File: config.mk
export PLATFORM = sky130hd
export DESIGN_NAME = mem_access_seq_flat
export DESIGN_NICKNAME = d
export VERILOG_FILES = /design/src/rtl/mem_access_seq_if.sv /design/src/rtl/mem_access_seq.sv /design/src/flat_wrapper.sv
export SDC_FILE = /design/constraint.sdc
export NUM_CORES = 1
export LEC_CHECK = 0
export CAP_MARGIN = 25
export CORE_AREA = 3 3 40 42
export DETAILED_ROUTE_END_ITERATION = 8
export DIE_AREA = 0 0 43 45
export DONT_BUFFER_PORTS = 1
export HOLD_SLACK_MARGIN = 0.12
export SETUP_SLACK_MARGIN = 0.3
export SKIP_CTS_REPAIR_TIMING = 1
export SLEW_MARGIN = 10
export SYNTH_ARGS = -nofsm -noshare
export SYNTH_HDL_FRONTEND = slang
export SYNTH_SLANG_ARGS = --single-unit
File: constraint.sdc
create_clock -name clk -period 2.01 [get_ports clk]
set_clock_uncertainty 0.1 [all_clocks]
set_input_delay 0.201 -clock clk [delete_from_list [all_inputs] [get_ports clk]]
set_output_delay 0.201 -clock clk [all_outputs]
set_load 0.03 [all_outputs]
File: src/rtl/mem_access_seq_if.sv
// Request/strobe bundle between the main control FSM and the memory-access sequencer.
// The master modport belongs to the requester; the slave modport belongs to the sequencer.
interface mem_access_seq_if;
  logic       fetch_req;
  logic       data_req;
  logic       data_we;
  logic       exc_req;
  logic [1:0] exc_code;
  logic [2:0] iord;
  logic       mem_wr;
  logic       ir_wr;
  logic       mdr_wr;
  logic       epc_wr;
  logic       pc_vec_wr;
  logic       busy;
  logic       done;

  modport master (
    output fetch_req, data_req, data_we, exc_req, exc_code,
    input  iord, mem_wr, ir_wr, mdr_wr, epc_wr, pc_vec_wr, busy, done
  );

  modport slave (
    input  fetch_req, data_req, data_we, exc_req, exc_code,
    output iord, mem_wr, ir_wr, mdr_wr, epc_wr, pc_vec_wr, busy, done
  );
endinterface

File: src/rtl/mem_access_seq.sv
// Multicycle memory-access sequencer: arbitrates fetch, load/store and exception-vector
// reads, drives the address-mux select and the matching datapath write strobes.
module mem_access_seq #(
  parameter int MEM_LAT = 2
) (
  input logic             clk,
  input logic             reset,
  mem_access_seq_if.slave bus
);

  typedef enum logic [2:0] {
    IDLE,
    FETCH,
    LOAD,
    STORE,
    EXC_EPC,
    EXC_RD
  } state_t;

  localparam logic [2:0] LAT = 3'(MEM_LAT);

  state_t     r_state;
  state_t     w_next;
  logic [2:0] r_cnt;
  logic       r_pend_valid;
  logic [1:0] r_pend_code;

  logic       w_exc_in;
  logic       w_last;
  logic       w_pend_clr;
  logic       w_counting;
  logic [2:0] w_vec;

  logic [2:0] w_iord;
  logic       w_mem_wr;
  logic       w_ir_wr;
  logic       w_mdr_wr;
  logic       w_epc_wr;
  logic       w_pc_vec_wr;
  logic       w_busy;
  logic       w_done;

  assign w_exc_in   = bus.exc_req && (bus.exc_code != 2'b00);
  assign w_last     = (r_cnt == LAT);
  assign w_pend_clr = (r_state == EXC_RD) && w_last;
  assign w_counting = (r_state == FETCH) || (r_state == LOAD) || (r_state == EXC_RD);

  // The vector comes from the pending register, which is frozen until the last EXC_RD cycle,
  // so iord cannot change while the vector read is in flight.
  always_comb begin
    w_vec = 3'b000;
    case (r_pend_code)
      2'b01:   w_vec = 3'b010;
      2'b10:   w_vec = 3'b011;
      2'b11:   w_vec = 3'b100;
      default: w_vec = 3'b000;
    endcase
  end

  always_ff @(posedge clk or posedge reset) begin
    if (reset) begin
      r_state <= IDLE;
    end else begin
      r_state <= w_next;
    end
  end

  always_ff @(posedge clk or posedge reset) begin
    if (reset) begin
      r_cnt <= 3'd0;
    end else if (w_counting && !w_last) begin
      r_cnt <= r_cnt + 3'd1;
    end else begin
      r_cnt <= 3'd0;
    end
  end

  // First exception wins; a new one may only replace the pending slot in the cycle it is freed.
  always_ff @(posedge clk or posedge reset) begin
    if (reset) begin
      r_pend_valid <= 1'b0;
      r_pend_code  <= 2'b00;
    end else if (w_exc_in && (!r_pend_valid || w_pend_clr)) begin
      r_pend_valid <= 1'b1;
      r_pend_code  <= bus.exc_code;
    end else if (w_pend_clr) begin
      r_pend_valid <= 1'b0;
    end
  end

  always_comb begin
    w_next      = r_state;
    w_iord      = 3'b000;
    w_mem_wr    = 1'b0;
    w_ir_wr     = 1'b0;
    w_mdr_wr    = 1'b0;
    w_epc_wr    = 1'b0;
    w_pc_vec_wr = 1'b0;
    w_busy      = 1'b1;
    w_done      = 1'b0;
    case (r_state)
      IDLE: begin
        w_busy = 1'b0;
        if (r_pend_valid || w_exc_in) begin
          w_next = EXC_EPC;
        end else if (bus.data_req) begin
          w_next = bus.data_we ? STORE : LOAD;
        end else if (bus.fetch_req) begin
          w_next = FETCH;
        end
      end
      FETCH: begin
        if (w_last) begin
          w_ir_wr = 1'b1;
          w_done  = 1'b1;
          w_next  = IDLE;
        end
      end
      LOAD: begin
        w_iord = 3'b001;
        if (w_last) begin
          w_mdr_wr = 1'b1;
          w_done   = 1'b1;
          w_next   = IDLE;
        end
      end
      STORE: begin
        w_iord   = 3'b001;
        w_mem_wr = 1'b1;
        w_done   = 1'b1;
        w_next   = IDLE;
      end
      EXC_EPC: begin
        w_iord   = w_vec;
        w_epc_wr = 1'b1;
        w_next   = EXC_RD;
      end
      EXC_RD: begin
        w_iord = w_vec;
        if (w_last) begin
          w_pc_vec_wr = 1'b1;
          w_done      = 1'b1;
          w_next      = IDLE;
        end
      end
      default: begin
        w_next = IDLE;
        w_busy = 1'b0;
      end
    endcase
  end

  assign bus.iord      = w_iord;
  assign bus.mem_wr    = w_mem_wr;
  assign bus.ir_wr     = w_ir_wr;
  assign bus.mdr_wr    = w_mdr_wr;
  assign bus.epc_wr    = w_epc_wr;
  assign bus.pc_vec_wr = w_pc_vec_wr;
  assign bus.busy      = w_busy;
  assign bus.done      = w_done;

endmodule

File: src/flat_wrapper.sv
// flat-port wrapper written by rule: the top's interface ports become plain ports
module mem_access_seq_flat 
#(
  parameter int MEM_LAT = 2
)
  (clk, reset, bus_fetch_req, bus_data_req, bus_data_we, bus_exc_req, bus_exc_code, bus_iord, bus_mem_wr, bus_ir_wr, bus_mdr_wr, bus_epc_wr, bus_pc_vec_wr, bus_busy, bus_done);
  mem_access_seq_if bus_i ();
  input logic clk;
  input logic reset;
  input wire logic [$bits(bus_i.fetch_req)-1:0] bus_fetch_req;
  input wire logic [$bits(bus_i.data_req)-1:0] bus_data_req;
  input wire logic [$bits(bus_i.data_we)-1:0] bus_data_we;
  input wire logic [$bits(bus_i.exc_req)-1:0] bus_exc_req;
  input wire logic [$bits(bus_i.exc_code)-1:0] bus_exc_code;
  output wire logic [$bits(bus_i.iord)-1:0] bus_iord;
  output wire logic [$bits(bus_i.mem_wr)-1:0] bus_mem_wr;
  output wire logic [$bits(bus_i.ir_wr)-1:0] bus_ir_wr;
  output wire logic [$bits(bus_i.mdr_wr)-1:0] bus_mdr_wr;
  output wire logic [$bits(bus_i.epc_wr)-1:0] bus_epc_wr;
  output wire logic [$bits(bus_i.pc_vec_wr)-1:0] bus_pc_vec_wr;
  output wire logic [$bits(bus_i.busy)-1:0] bus_busy;
  output wire logic [$bits(bus_i.done)-1:0] bus_done;
  assign bus_i.fetch_req = bus_fetch_req;
  assign bus_i.data_req = bus_data_req;
  assign bus_i.data_we = bus_data_we;
  assign bus_i.exc_req = bus_exc_req;
  assign bus_i.exc_code = bus_exc_code;
  assign bus_iord = bus_i.iord;
  assign bus_mem_wr = bus_i.mem_wr;
  assign bus_ir_wr = bus_i.ir_wr;
  assign bus_mdr_wr = bus_i.mdr_wr;
  assign bus_epc_wr = bus_i.epc_wr;
  assign bus_pc_vec_wr = bus_i.pc_vec_wr;
  assign bus_busy = bus_i.busy;
  assign bus_done = bus_i.done;
  mem_access_seq #(.MEM_LAT(MEM_LAT)) u_core (.clk(clk), .reset(reset), .bus(bus_i));
endmodule
==> results of run 1 <==
==> cells in the mapped netlist, drive strengths merged, types with 2 or more instances <==
| library cell | instances | area, um^2 |
|---|---|---|
| and3 | 2 | 12.5 |
| nand2 | 7 | 26.3 |
| buf | 2 | 12.5 |
| nor2 | 7 | 26.3 |
| nand3b | 3 | 22.5 |
| nor3 | 4 | 20.0 |
| mux2i | 4 | 40.0 |
| inv | 5 | 18.8 |
| dfrtp | 9 | 225 |
| o21ai | 3 | 15.0 |
| nand2b | 2 | 12.5 |
| ha | 4 | 50.1 |
==> logic make-up (layout without fill, tap and decap cells) <==
group,Yosys count,after routing
AOI/OAI and AO/OA,12,12
adders and majority gates,4,4
buffers and inverters,8,25
DFF,9,9
muxes,4,4
and+or+nand+nor,29,29
==> path summary, 6_finish.rpt <==
kind                                          to  cells after the start             from
hold reg to reg                  u_core.r_cnt[0]                      1  u_core.r_cnt[0]
max in group asynchronous      u_core.r_state[0]                      2            reset
setup / recovery                        bus_done                      6  u_core.r_cnt[0]
setup reg to reg           u_core.r_pend_code[0]                      6  u_core.r_cnt[0]
hold / removal             u_core.r_pend_code[1]                      3      bus_exc_req
min in group asynchronous        u_core.r_cnt[2]                      2            reset
==> worst max-delay path: cells and delay by family (launching register included) <==
kind | cells | cell delay, ns
buffers and inverters | 2 | 0.25
and+or+nand+nor | 1 | 0.17
AOI/OAI and AO/OA | 2 | 0.18
DFF | 1 | 0.40
adders and majority gates | 1 | 0.14
==> final cells by class <==
type	instances	area (um^2)	area share
clock buffers	4	26.3	0.0332
inverters	5	18.8	0.0237
multi-input cells	49	367	0.464
flip-flops and latches	9	228	0.288
well taps	15	18.8	0.0237
repair buffers	16	133	0.168
==> where the power goes <==
part           switching, mW  leakage (nW)  total, mW  internal (mW)
clock network         0.0655        0.0150      0.142         0.0767
logic                  0.332         0.226      0.616          0.284
registers              0.110         0.104      0.367          0.257
==> state kept, by name (all words and copies together), names as in the netlist <==
register and flops:
u_core.r_pend_code 2, u_core.r_pend_valid 1, u_core.r_cnt 3, u_core.r_state 3
==> per-stage QoR <==
step                hold WS, ns  total power [mW]
finish                    0.121              1.13
global route              0.134              1.23
CTS                      -0.308              1.05
detailed placement      -0.0229             0.901
global placement        -0.0187             0.891
floorplan               -0.0711             0.749
==> metal layers <==
metal,global-route usage,share of wire,vias to the layer above
met5,0,0,-
li1,-,-,265
met2,0.201,0.47,16
met3,0.0438,0.062,2
met4,0.0904,0.0075,0
met1,0.186,0.46,250
==> flow_metrics.env, run 1 <==
export IMPL_outcome="completed"
export IMPL_fmax_mhz=587
export IMPL_crit_path_end_kind="output port"
export IMPL_stdcell_count=98
export IMPL_drc=0
export IMPL_synth_area_mux_share=0.0674
export IMPL_rrSetupSlack_ns=0.37
export IMPL_grt_pass1_wl_um=1990
export IMPL_yosysUniqueCellTypes=27
export IMPL_clock_latency_ns=0.26
export IMPL_syn_nets=78
export IMPL_final_common_cell="buf_4"
export IMPL_drtIter0Drc=2
export IMPL_ir_drop_v=0.000544
export IMPL_portBuffers=0
export IMPL_netlist_instances=66
export IMPL_fill_cells=118
export IMPL_rsz0062_at_grt="yes"
export IMPL_cts_buffers=3
export IMPL_synth_ff_type="dfrtp_1"
export IMPL_cpPeakStageDelay_ns=0.40
export IMPL_vias=533
export IMPL_final_cell_mix="buf_4, nand2_1, dfrtp_1"
export IMPL_crit_path_cell_trace="inv_2 -> ha_4 -> nor2b_4 -> o211ai_1 -> o21ai_1 -> buf_4"
export IMPL_place_gp_congestion=0.742
export IMPL_ant_nets=0
export IMPL_ys_seq_area_frac=0.379
export IMPL_dieArea_um2=1940
export IMPL_finalCriticalPeriod_ns=1.70
export IMPL_final_nets=96
export IMPL_row_count=13
export IMPL_synth_top_family_by_area="simple AND/OR/NAND/NOR gates"
export IMPL_cts_tree="built"
export IMPL_root_buffer="clkbuf_4"
export IMPL_cts_sinks=9
export IMPL_required_ns=1.71
export IMPL_synthesis_area_um2=594
export IMPL_io_pins=18
export IMPL_grt_overflow=0
export IMPL_grt_start_max_net_pins=15
export IMPL_post_route_worst_setup_slack_ns=0.306
export IMPL_p_per_area_nw_per_um2=1420
export IMPL_wl_um=1340
export IMPL_tightest_slew_ns=0.351
export IMPL_slew_headroom=0.766
export IMPL_synth_compound_area_frac=0.156
export IMPL_die_h_um=45
export IMPL_via_per_inst=5.44
export IMPL_postLayoutCellArea_um2=791
export IMPL_synth_simple_area_share=0.255
export IMPL_die_x_um=43
export IMPL_fin_setup_tns_ns=0
export IMPL_final_core_util=0.615
export IMPL_cts_max_path_buffers=2
export IMPL_dr_pass1_iters=3
export IMPL_worstPathMaxFanout=4
export IMPL_finalHoldViolCount=0
export IMPL_synth_xor_area_frac=0
export IMPL_clk_pin_slew_worst_paths_ns=0.06
export IMPL_cpMaxStageDelayCell="dfrtp_1"
export IMPL_synth_async_sr_flop_share=1.00
export IMPL_ys_ff_latch=9
export IMPL_crit_type="reg -> out"
export IMPL_drive_gt1_frac=0.289
export IMPL_synth_edf_count=0
export IMPL_h_tree_depth=1
export IMPL_first_global_vias=454
export IMPL_setup_violations=0
export IMPL_report_final_slew_viol_count=0
export IMPL_hp_class="in -> reg"
export IMPL_p_leak_nw=0.344
export IMPL_crit_arrival_ns=1.40
export IMPL_setup_worst_path_start_class="register"
export IMPL_antenna_found_initial=0
export IMPL_wl_per_cell_um=13.6
export IMPL_dp_slack_ns=0.323
export IMPL_place_area_um2=663
export IMPL_dp_hpwl_um=927
export IMPL_insertedDiodeCount=0
export IMPL_dp_cells=86
export IMPL_core_um2=1280
export IMPL_grt_usage=0.141
export IMPL_syn_to_final_growth_pct=33.1
export IMPL_yosys_warnings=0
export IMPL_maxCapViolCount=0
export IMPL_initial_core_util=0.463
export IMPL_finalCritPeriodShare=0.848
export IMPL_syn_area_per_cell_um2=9.00
export IMPL_yosys_area_share_adder=0.0842
(Power assumes the default switching activity.)
==> inputs of run 2 (changes only) <==
--- a/config.mk
+++ b/config.mk
@@ -5,6 +5,7 @@
 export SDC_FILE = /design/constraint.sdc
 export NUM_CORES = 1
 export LEC_CHECK = 0
+export ABC_AREA = 1
 export CAP_MARGIN = 25
 export CORE_AREA = 3 3 40 42
 export DETAILED_ROUTE_END_ITERATION = 8
==> constraint.sdc (replaced) <==
create_clock -name clk -period 1.7 [get_ports clk]
set_clock_uncertainty 0.1 [all_clocks]
set_input_delay 0.17 -clock clk [delete_from_list [all_inputs] [get_ports clk]]
set_output_delay 0.17 -clock clk [all_outputs]
set_load 0.03 [all_outputs]
==> flow_metrics.env, run 2 <==
export IMPL_slew_headroom=0.766
export IMPL_syn_nets=90
export IMPL_clock_latency_ns=0.26
export IMPL_maxCapViolCount=0
export IMPL_cts_max_path_buffers=2
export IMPL_ys_top_cells_by_count="nand2_1, nor2_1, dfrtp_1, inv_1"
export IMPL_tightest_slew_ns=0.350
export IMPL_final_cell_mix="nand2_1, buf_4, nor2_1"
export IMPL_netlist_instances=78
export IMPL_syn_area_per_cell_um2=7.70
export IMPL_portBuffers=0
export IMPL_cts_tree="built"
export IMPL_via_per_inst=4.89
export IMPL_wl_per_cell_um=11.0
export IMPL_dr_pass1_iters=4
export IMPL_initial_core_util=0.467
export IMPL_total_power_mw=1.45
export IMPL_grt_usage=0.141
export IMPL_drtIter0Drc=11
export IMPL_p_per_area_nw_per_um2=1580
export IMPL_whs_path_depth=4
export IMPL_final_common_cell="nand2_1"
export IMPL_ys_ff_latch=9
export IMPL_drive_gt1_frac=0.466
export IMPL_cts_sinks=9
export IMPL_ys_seq_area_frac=0.375
export IMPL_postLayoutCellArea_um2=920
export IMPL_synthesis_area_um2=601
export IMPL_drc=0
export IMPL_clk_pin_slew_worst_paths_ns=0.06
export IMPL_holdCritStartpoint="bus_data_we"
export IMPL_cts_buffers=3
export IMPL_io_pins=18
export IMPL_fmax_mhz=642
export IMPL_dieArea_um2=1940
export IMPL_required_ns=1.43
export IMPL_row_count=13
export IMPL_synth_most_common_cell="nand2_1"
export IMPL_yosys_area_top_type="dfrtp_1"
export IMPL_synth_edf_count=0
export IMPL_ir_drop_v=0.000881
export IMPL_report_final_slew_viol_count=0
export IMPL_place_gp_congestion=0.809
export IMPL_crit_type="reg -> out"
export IMPL_synth_ff_type="dfrtp_1"
export IMPL_finalCriticalPeriod_ns=1.56
export IMPL_finalCritPeriodShare=0.917
export IMPL_post_route_worst_setup_slack_ns=0.142
export IMPL_synth_async_sr_flop_share=1.00
export IMPL_top_regs="u_core.r_cnt: 3 flops, u_core.r_state: 3 flops, u_core.r_pend_code: 2 flops"
export IMPL_die_x_um=43
export IMPL_fin_setup_tns_ns=0
export IMPL_grt_pass1_wl_um=1950
export IMPL_vias=577
export IMPL_antenna_found_initial=0
export IMPL_root_buffer="clkbuf_4"
export IMPL_insertedDiodeCount=0
export IMPL_r2r_cells=8
export IMPL_r2r_start="u_core.r_cnt[0]"
export IMPL_first_global_vias=454
export IMPL_ant_nets=0
export IMPL_crit_arrival_ns=1.29
export IMPL_p_leak_nw=0.449
export IMPL_synth_area_leaders="dfrtp_1, nand2_1, ha_1, nor2_1, inv_1"
export IMPL_finalHoldViolCount=0
export IMPL_core_um2=1280
export IMPL_rsz0062_at_grt="yes"
export IMPL_worstPathMaxFanout=5
export IMPL_syn_to_final_growth_pct=53.1
export IMPL_setup_worst_path_start_class="register"
export IMPL_place_area_um2=678
export IMPL_hold_end="u_core.r_state[0]"
export IMPL_dp_slack_ns=0.287
export IMPL_outcome="completed"
export IMPL_grt_start_max_net_pins=10
export IMPL_setup_violations=0
export IMPL_dp_hpwl_um=906
export IMPL_yosysUniqueCellTypes=21
export IMPL_fill_cells=99
export IMPL_grt_overflow=0
export IMPL_r2r_end="u_core.r_pend_code[0]"
export IMPL_yosys_area_top_type_share=0.375
export IMPL_wl_um=1300
export IMPL_rrSetupSlack_ns=0.23
export IMPL_hp_class="in -> reg"
export IMPL_h_tree_depth=1
export IMPL_die_h_um=45
export IMPL_yosys_warnings=0
export IMPL_final_nets=116
export IMPL_final_core_util=0.716
export IMPL_crit_path_end_kind="output port"
run 2: cell types whose count changed in the layout (fill, tap and decap cells not counted), moves of 3 or more:
cell | before | now
nand2_1 | 7 | 14
inv_2 | 1 | 6
mux2i_1 | 4 | 0
nand3b_1 | 3 | 0
nor2_1 | 6 | 9
nand2_4 | 0 | 3
buf_6 | 0 | 6
nand2_2 | 0 | 3
nor2_4 | 0 | 5
inv_1 | 4 | 7
nor3_1 | 4 | 0
run 2: worst max path at each step:
stage          depth (start not counted)                    end  slack, ns               from
2_1_floorplan                          5               bus_done       0.16  u_core.r_state[2]
3_3_place_gp                           4               bus_done       0.29  u_core.r_state[2]
3_5_place_dp                           7  u_core.r_pend_code[0]       0.29    u_core.r_cnt[0]
4_1_cts                                4               bus_done      0.005  u_core.r_state[2]
5_1_grt                                5               bus_done       0.08  u_core.r_state[1]
6_report                               5              bus_ir_wr       0.14    u_core.r_cnt[0]
run 2: cell type report:
type / count / area (um^2) / area share
multi-input combinational: 55 / 399 / 0.434
sequential: 9 / 226 / 0.246
timing repair buffer: 22 / 200 / 0.218
inverter: 13 / 48.8 / 0.0531
clock buffer: 4 / 26.3 / 0.0286
tap: 15 / 18.8 / 0.0204
run 2: kinds of logic (layout without fill, tap and decap cells):
logic type | Yosys count | in the layout | share of synthesized area
buffers and inverters | 14 | 39 | 0.100
adders and majority gates | 4 | 4 | 0.0833
AOI/OAI and AO/OA | 8 | 8 | 0.0958
DFF | 9 | 9 | 0.375
xor gates and xnor gates | 1 | 1 | 0.0146
and+or+nand+nor | 42 | 42 | 0.331
run 2: worst max-delay path: stages, from the launching register on:
cell	delay, ns
dfrtp_1	0.39
inv_1	0.07
ha_2	0.21
nand2_4	0.09
nor3_4	0.13
buf_6	0.15
run 2: per-layer routing:
metal,up-vias,GRT usage,share of wire
li1,296,-,-
met5,-,0,0
met1,262,0.167,0.39
met4,0,0.127,0.015
met2,17,0.207,0.53
met3,2,0.0438,0.066
run 2: report_power, final:
group | internal (mW) | switching [mW]
Sequential | 0.290 | 0.0813
Combinational | 0.376 | 0.545
Clock | 0.0902 | 0.0702
run 2: through the flow:
step                      hold WS, ns  instances
after floorplan                -0.102         78
after global placement        -0.0521        100
after detailed placement      -0.0570        100
after CTS                      -0.339        104
after global routing            0.148        118
final                           0.116        118
